==> src/rtl/bpsk_pkg.sv <==
// Shared BPSK constants and the integer sine used to fill the carrier ROM.
// The same table feeds the modulator, so the receiver correlates against the transmitted shape.
package bpsk_pkg;

  localparam int SINE_WIDTH_DEF = 12;
  localparam int SPS_DEF        = 256;
  localparam logic PHASE_0      = 1'b0;
  localparam logic PHASE_180    = 1'b1;

  // Bhaskara-style rational sine approximation; integer-only, so it folds to constants.
  function automatic longint sine_value(input longint phase, input longint sps, input longint amp);
    longint half;
    longint u;
    longint t;
    longint v;
    half = sps / 64'sd2;
    u    = phase % half;
    t    = u * (half - u);
    v    = (amp * 64'sd16 * t) / (64'sd5 * half * half - 64'sd4 * t);
    if (phase < half) begin
      return v;
    end else begin
      return -v;
    end
  endfunction

endpackage

==> src/rtl/bpsk_sine_rom.sv <==
// One carrier period of offset-binary sine samples with a registered read port.
module sine_rom
  import bpsk_pkg::*;
#(
  parameter int SINE_WIDTH = SINE_WIDTH_DEF,
  parameter int SPS        = SPS_DEF
) (
  input  logic                   clk,
  input  logic [$clog2(SPS)-1:0] addr,
  output logic [SINE_WIDTH-1:0]  rd_data
);

  localparam longint MID = longint'(1) << (SINE_WIDTH - 1);

  logic [SINE_WIDTH-1:0] table_s [SPS];
  logic [SINE_WIDTH-1:0] rd_data_d;
  logic [SINE_WIDTH-1:0] rd_data_q;

  for (genvar i = 0; i < SPS; i++) begin : g_table
    assign table_s[i] = SINE_WIDTH'(MID + sine_value(longint'(i), longint'(SPS), MID - 64'sd1));
  end

  // Table lookup for the next read.
  always_comb begin
    rd_data_d = table_s[addr];
  end

  // Read register.
  always_ff @(posedge clk) begin
    rd_data_q <= rd_data_d;
  end

  assign rd_data = rd_data_q;

endmodule

==> src/rtl/bpsk_demodulator.sv <==
// Coherent BPSK receiver: per-symbol multiply-accumulate against the reference sine,
// sign slicer and MSB-first word packer. Carrier phase is assumed aligned at reset.
module bpsk_demodulator
  import bpsk_pkg::*;
#(
  parameter int SINE_WIDTH = SINE_WIDTH_DEF,
  parameter int DATA_WIDTH = 8,
  parameter int SPS        = SPS_DEF
) (
  input  logic                  clk,
  input  logic                  arst,
  input  logic                  en,
  input  logic [SINE_WIDTH-1:0] in_sample,
  output logic                  bit_out,
  output logic                  bit_valid,
  output logic [DATA_WIDTH-1:0] out_data,
  output logic                  out_valid
);

  localparam int PW = $clog2(SPS);
  localparam int SW = SINE_WIDTH + 1;
  localparam int MW = 2 * SW;
  localparam int AW = MW + PW + 1;
  localparam int CW = $clog2(DATA_WIDTH);

  localparam logic [SW-1:0]        MID_S     = SW'(1 << (SINE_WIDTH - 1));
  localparam logic [PW-1:0]        PHASE_INC = PW'(1);
  localparam logic [PW-1:0]        PHASE_END = PW'(SPS - 1);
  localparam logic [CW-1:0]        CNT_INC   = CW'(1);
  localparam logic [CW-1:0]        LAST_BIT  = CW'(DATA_WIDTH - 1);
  localparam logic signed [AW-1:0] ACC_ZERO  = '0;

  logic [PW-1:0]           phase_cnt_d, phase_cnt_q;
  logic                    s1_valid_d, s1_valid_q, s1_last_d, s1_last_q;
  logic signed [SW-1:0]    s1_s_d, s1_s_q, r_s;
  logic [SINE_WIDTH-1:0]   rom_data;
  logic                    s2_valid_d, s2_valid_q, s2_last_d, s2_last_q;
  logic signed [MW-1:0]    s2_p_d, s2_p_q;
  logic signed [AW-1:0]    acc_d, acc_q, acc_sum_s, fin_acc_d, fin_acc_q;
  logic                    fin_valid_d, fin_valid_q;
  logic                    bit_out_d, bit_out_q, bit_valid_d, bit_valid_q;
  logic [DATA_WIDTH-2:0]   shreg_d, shreg_q;
  logic [DATA_WIDTH-1:0]   word_s, out_data_d, out_data_q;
  logic [CW-1:0]           bit_cnt_d, bit_cnt_q;
  logic                    out_valid_d, out_valid_q;

  // The ROM read register is the reference half of the first pipeline stage.
  sine_rom #(
    .SINE_WIDTH(SINE_WIDTH),
    .SPS       (SPS)
  ) u_sine_rom (
    .clk    (clk),
    .addr   (phase_cnt_q),
    .rd_data(rom_data)
  );

  assign r_s = $signed({1'b0, rom_data[SINE_WIDTH-1:0]} - MID_S);

  // Phase tracking and sample capture; only accepted samples move the phase.
  always_comb begin
    phase_cnt_d = phase_cnt_q;
    s1_s_d      = s1_s_q;
    if (en) begin
      phase_cnt_d = phase_cnt_q + PHASE_INC;
      s1_s_d      = $signed({1'b0, in_sample} - MID_S);
    end else begin
      phase_cnt_d = phase_cnt_q;
      s1_s_d      = s1_s_q;
    end
    s1_valid_d = en;
    s1_last_d  = en & (phase_cnt_q == PHASE_END);
  end

  // Product stage and accumulator; the closing sum restarts the accumulator at zero.
  always_comb begin
    s2_valid_d  = s1_valid_q;
    s2_last_d   = s1_last_q;
    s2_p_d      = MW'(s1_s_q) * MW'(r_s);
    acc_sum_s   = acc_q + AW'(s2_p_q);
    acc_d       = acc_q;
    fin_acc_d   = fin_acc_q;
    fin_valid_d = 1'b0;
    if (s2_valid_q && s2_last_q) begin
      acc_d       = ACC_ZERO;
      fin_acc_d   = acc_sum_s;
      fin_valid_d = 1'b1;
    end else if (s2_valid_q) begin
      acc_d = acc_sum_s;
    end else begin
      acc_d = acc_q;
    end
  end

  // Slicer (zero resolves to the in-phase bit) and MSB-first packer.
  always_comb begin
    bit_out_d   = bit_out_q;
    bit_valid_d = fin_valid_q;
    if (fin_valid_q) begin
      bit_out_d = (fin_acc_q < ACC_ZERO) ? PHASE_180 : PHASE_0;
    end else begin
      bit_out_d = bit_out_q;
    end
    word_s      = {shreg_q, bit_out_d};
    shreg_d     = shreg_q;
    bit_cnt_d   = bit_cnt_q;
    out_data_d  = out_data_q;
    out_valid_d = 1'b0;
    if (fin_valid_q) begin
      shreg_d = word_s[DATA_WIDTH-2:0];
      if (bit_cnt_q == LAST_BIT) begin
        bit_cnt_d   = '0;
        out_data_d  = word_s;
        out_valid_d = 1'b1;
      end else begin
        bit_cnt_d = bit_cnt_q + CNT_INC;
      end
    end else begin
      shreg_d = shreg_q;
    end
  end

  // State registers with synchronous reset taking priority over en.
  always_ff @(posedge clk) begin
    if (arst) begin
      phase_cnt_q <= '0;
      s1_valid_q  <= 1'b0;
      s1_last_q   <= 1'b0;
      s1_s_q      <= '0;
      s2_valid_q  <= 1'b0;
      s2_last_q   <= 1'b0;
      s2_p_q      <= '0;
      acc_q       <= '0;
      fin_acc_q   <= '0;
      fin_valid_q <= 1'b0;
      bit_out_q   <= 1'b0;
      bit_valid_q <= 1'b0;
      shreg_q     <= '0;
      bit_cnt_q   <= '0;
      out_data_q  <= '0;
      out_valid_q <= 1'b0;
    end else begin
      phase_cnt_q <= phase_cnt_d;
      s1_valid_q  <= s1_valid_d;
      s1_last_q   <= s1_last_d;
      s1_s_q      <= s1_s_d;
      s2_valid_q  <= s2_valid_d;
      s2_last_q   <= s2_last_d;
      s2_p_q      <= s2_p_d;
      acc_q       <= acc_d;
      fin_acc_q   <= fin_acc_d;
      fin_valid_q <= fin_valid_d;
      bit_out_q   <= bit_out_d;
      bit_valid_q <= bit_valid_d;
      shreg_q     <= shreg_d;
      bit_cnt_q   <= bit_cnt_d;
      out_data_q  <= out_data_d;
      out_valid_q <= out_valid_d;
    end
  end

  assign bit_out   = bit_out_q;
  assign bit_valid = bit_valid_q;
  assign out_data  = out_data_q;
  assign out_valid = out_valid_q;

endmodule

==> config.mk <==
export PLATFORM = sky130hd
export DESIGN_NAME = bpsk_demodulator
export DESIGN_NICKNAME = d
export VERILOG_FILES = /design/src/rtl/bpsk_pkg.sv /design/src/rtl/bpsk_sine_rom.sv /design/src/rtl/bpsk_demodulator.sv
export SDC_FILE = /design/constraint.sdc
export NUM_CORES = 1
export LEC_CHECK = 0
export CORE_MARGIN = 1
export CORE_UTILIZATION = 53
export DETAILED_ROUTE_END_ITERATION = 8
export HOLD_SLACK_MARGIN = 0.08
export PLACE_DENSITY = 0.67
export SLEW_MARGIN = 25
export SYNTH_ARGS = -nofsm -noshare
export SYNTH_HDL_FRONTEND = slang
export SYNTH_SLANG_ARGS = --single-unit
==> constraint.sdc <==
create_clock -name clk -period 14.45 [get_ports clk]
set_input_delay 1.445 -clock clk [delete_from_list [all_inputs] [get_ports clk]]
set_output_delay 1.445 -clock clk [all_outputs]
set_load 0.05 [all_outputs]
==> impl_metrics.tcl <==
set metrics [dict create \
    fp.dieW_um 170 \
    grt_first_pass_wirelength_mm 65.1 \
    drt_first_iter_violations 1434 \
    min_path_type "flop to flop" \
    row_count 61 \
    effective_utilization_at_floorplan 0.537 \
    dieArea_um2 28800 \
    critical_path.reg2reg.startpoint "s1_s_q[11]" \
    number_of_antenna_violations_at_the_first_check_in_global_routing 0 \
    critPathLaunch "s1_s_q[11]" \
    p_switching_w 0.000466 \
    worstSkewPairLatency_ns 0.42 \
    finalWeightedCongestion 0.957 \
    design.final.nets 2099 \
    synth_top_cells_by_area "fa_1, dfxtp_1, ha_1, a21oi_1, nand2_1" \
    cts_hold_buf 0 \
    insertedDiodeCount 0 \
    clock_tree.root_cell "clkbuf_16" \
    ys_async_sr_fraction 0 \
    detail_route.first_pass.iterations 5 \
    timing.hold.worst.start "s1_last_q" \
    place_worst_setup_slack_ns 8.07 \
    layout.cell_area.non_filler_um2 15900 \
    critical_path.top_delay_family "adder cells" \
    crit_type "flop to flop" \
    routed_wl_mm 39.9 \
    synthesis.instances 1869 \
    warnings_synthesis 0 \
    sink_count 120 \
    max_clock_freq_mhz 157 \
    max_slew_margin 0.372 \
    synth_flop_cell "dfxtp_1" \
    fin_crit_sh 0.439 \
    ys_seq_area_frac 0.161 \
    area_delta_synth_final_pct 6.44 \
    number_of_global_route_vias_before_repair 12400 \
    number_of_gates_resized_after_cts 0 \
    timing_hold_violations_final 0 \
    path_max_fanout 14 \
    period_needed_ns 6.35 \
    detail_route.wl_per_cell_um 18.2 \
    remaining_drc_errors 0 \
    biggest_area_consumer_among_synthesized_cells "fa_1" \
    max_cap_violations 0 \
    internal-power_w 0.000761 \
    ctsHtreeMaxLevel 4 \
    instances_no_fill 2197 \
    detailed_place_hpwl_mm 29.1 \
    final_max_slew_viol_count 0 \
    synthesis.area_um2 14900 \
    worst_ep_required_time_ns 14.82 \
    final_setup_slack_of_the_worst_path_ns 8.10 \
    tritoncts.num_buffers 17 \
    worst_ir_drop_vdd_uv 76.9 \
    grt_overflow 0 \
    global_route.usage.total 0.286 \
    critical-path-top-cell-by-count "fa_1" \
    timing.reg2reg.setup_slack_ns 8.10 \
    crit_path_cells "and2_1, inv_1, fa_1, fa_1, inv_1, fa_1, fa_1, inv_1, fa_1, inv_1, ha_1, ha_1, nand2_1, nor3_1, nand2_1, o31ai_2, nand2_1, a21o_1, or4b_1, nand3_1" \
    port_buffers 25 \
    number_of_flops_mapped_to_enable_cells_by_yosys 0 \
    postSynthNetCount 2162 \
    mostFrequentLayoutCell "nand2_1" \
    final_layout_size_suffix_gt1_frac 0.0418 \
    crit_arrival_ns 6.72 \
    core_area_um2 27800 \
    share_comb_of_total_power 0.329 \
    power_density_nw_per_um2 77.2 \
    io-pin-count 26 \
    path_buf_inv 4 \
    timing.critical_path.from_type "flop" \
    ant_nets 0 \
    synth.lib_cells_used.distinct 66 \
    routed-via-count 13000 \
    n_fill_cell 2617 \
    placed_cells_incl_taps 2165 \
    post-synth-top-area-fraction 0.210 \
    setup-violations-final 0 \
    finClkSkew_ns 0.0149 \
    endpoint_kind "flop" \
    fraction_of_power_consumed_by_sequential_logic 0.314 \
    grt_max_degree 78 \
    postSynthRegisterBits 120 \
    result_of_the_run "completed" \
    die_height_um 170 \
    layout_common_cells "nand2_1, inv_1, nor2_1" \
    ctsLongestPathBuffers 2 \
    critical-path-max-stage-delay_ns 0.61 \
    grt_setup_unrepaired "no" \
    power_leakage_nw 7.11 \
    route.detailed.vias_per_inst 5.93 \
    placement.cell_area_um2 15300 \
    timing.setup.tns_ns 0 \
    clock_pin_slew_on_the_worst_setup_and_hold_paths_ns 0.07 \
    tritoncts_clock_tree "done" \
    crit_path_top_delay_cell "dfxtp_1" \
    cts_setup_buffers 0 \
    p_sw_frac 0.380 \
    timing_worst_slew_pin_value_ns 0.941 \
    avgSynthCellArea_um2 7.99 \
    clock_network_power_share 0.357 \
]
## kinds of logic after synthesis
| group | synth area share |
|---|---|
| mux | 0.0427 |
| flops | 0.161 |
| compound gates | 0.188 |
| fa+ha+maj | 0.312 |
| simple gates | 0.185 |
| xor+xnor | 0.0311 |
| buf+inv | 0.0806 |
## registers in the layout (all words and copies together), names as in the netlist, 3 cells and up
signal,cells
shreg_q,7
acc_q,35
out_data,8
u_sine_rom.rd_data,12
phase_cnt_q,8
s1_s_q,12
s2_p_q,26
bit_cnt_q,3
## worst paths after layout
kind | depth (start not counted) | end
worst max register to register | 20 | s2_p_q[25]
worst max-delay path | 20 | s2_p_q[25]
worst min-delay path | 1 | s2_last_q
worst min register to register | 1 | s2_last_q
## per-layer routing
metal  track usage  vias to the layer above  wire, µm  part of all wire
li1              -                     6170         -                 -
met1         0.405                     6230     18200              0.46
met2         0.430                      559     17200              0.43
met3        0.0679                       80      3290             0.083
met4        0.0920                        0      1170             0.029
met5             0                        -         0                 0
## synthesized netlist by cell type, drive strengths merged, types with 7 or more instances
master  number
a31oi       22
nand4        7
o21a         7
xnor2       32
nand2      200
o21ai      103
a211oi      25
fa         157
nand3       44
inv        193
dfxtp      120
nor3b        8
nor2b       23
nor3        30
o22ai        7
ha         121
o21bai      11
mux2i       39
and3         8
and2        58
xor2        21
a311oi       8
mux4        11
nand2b      24
buf         26
o211ai      16
clkbuf      95
a21o        28
a21oi      165
nor2       175
## area by class of cell
class                           instances  area, µm²  share of cell area
Clock buffer                           17        425              0.0268
Timing Repair Buffer                   39        350              0.0220
Sequential cell                       120       2410               0.152
Inverter                              196        736              0.0463
Clock inverter                         15        171              0.0108
Tap cell                              378        473              0.0298
Multi-Input combinational cell       1432      11300               0.713
## metrics by stage
step                      total power [W]  hold WS, ns   util
after CTS                         0.00123        0.439  0.572
after detailed placement         0.000789        0.426  0.551
final                             0.00123        0.436  0.572
after global routing              0.00131        0.460  0.572
after global placement           0.000783        0.416  0.551
after floorplan                  0.000691        0.414      -
## power by group through the flow
| stage | Sequential (W) | Combinational (W) | Clock (W) |
|---|---|---|---|
| 2_1_floorplan | 0.000373 | 0.000318 | 0 |
| 3_3_place_gp | 0.000391 | 0.000393 | 0 |
| 3_5_place_dp | 0.000392 | 0.000397 | 0 |
| 4_1_cts | 0.000385 | 0.000400 | 0.000448 |
| 5_1_grt | 0.000389 | 0.000457 | 0.000461 |
| 6_report | 0.000385 | 0.000404 | 0.000438 |
Note: power is estimated with default switching activity, not from simulation.
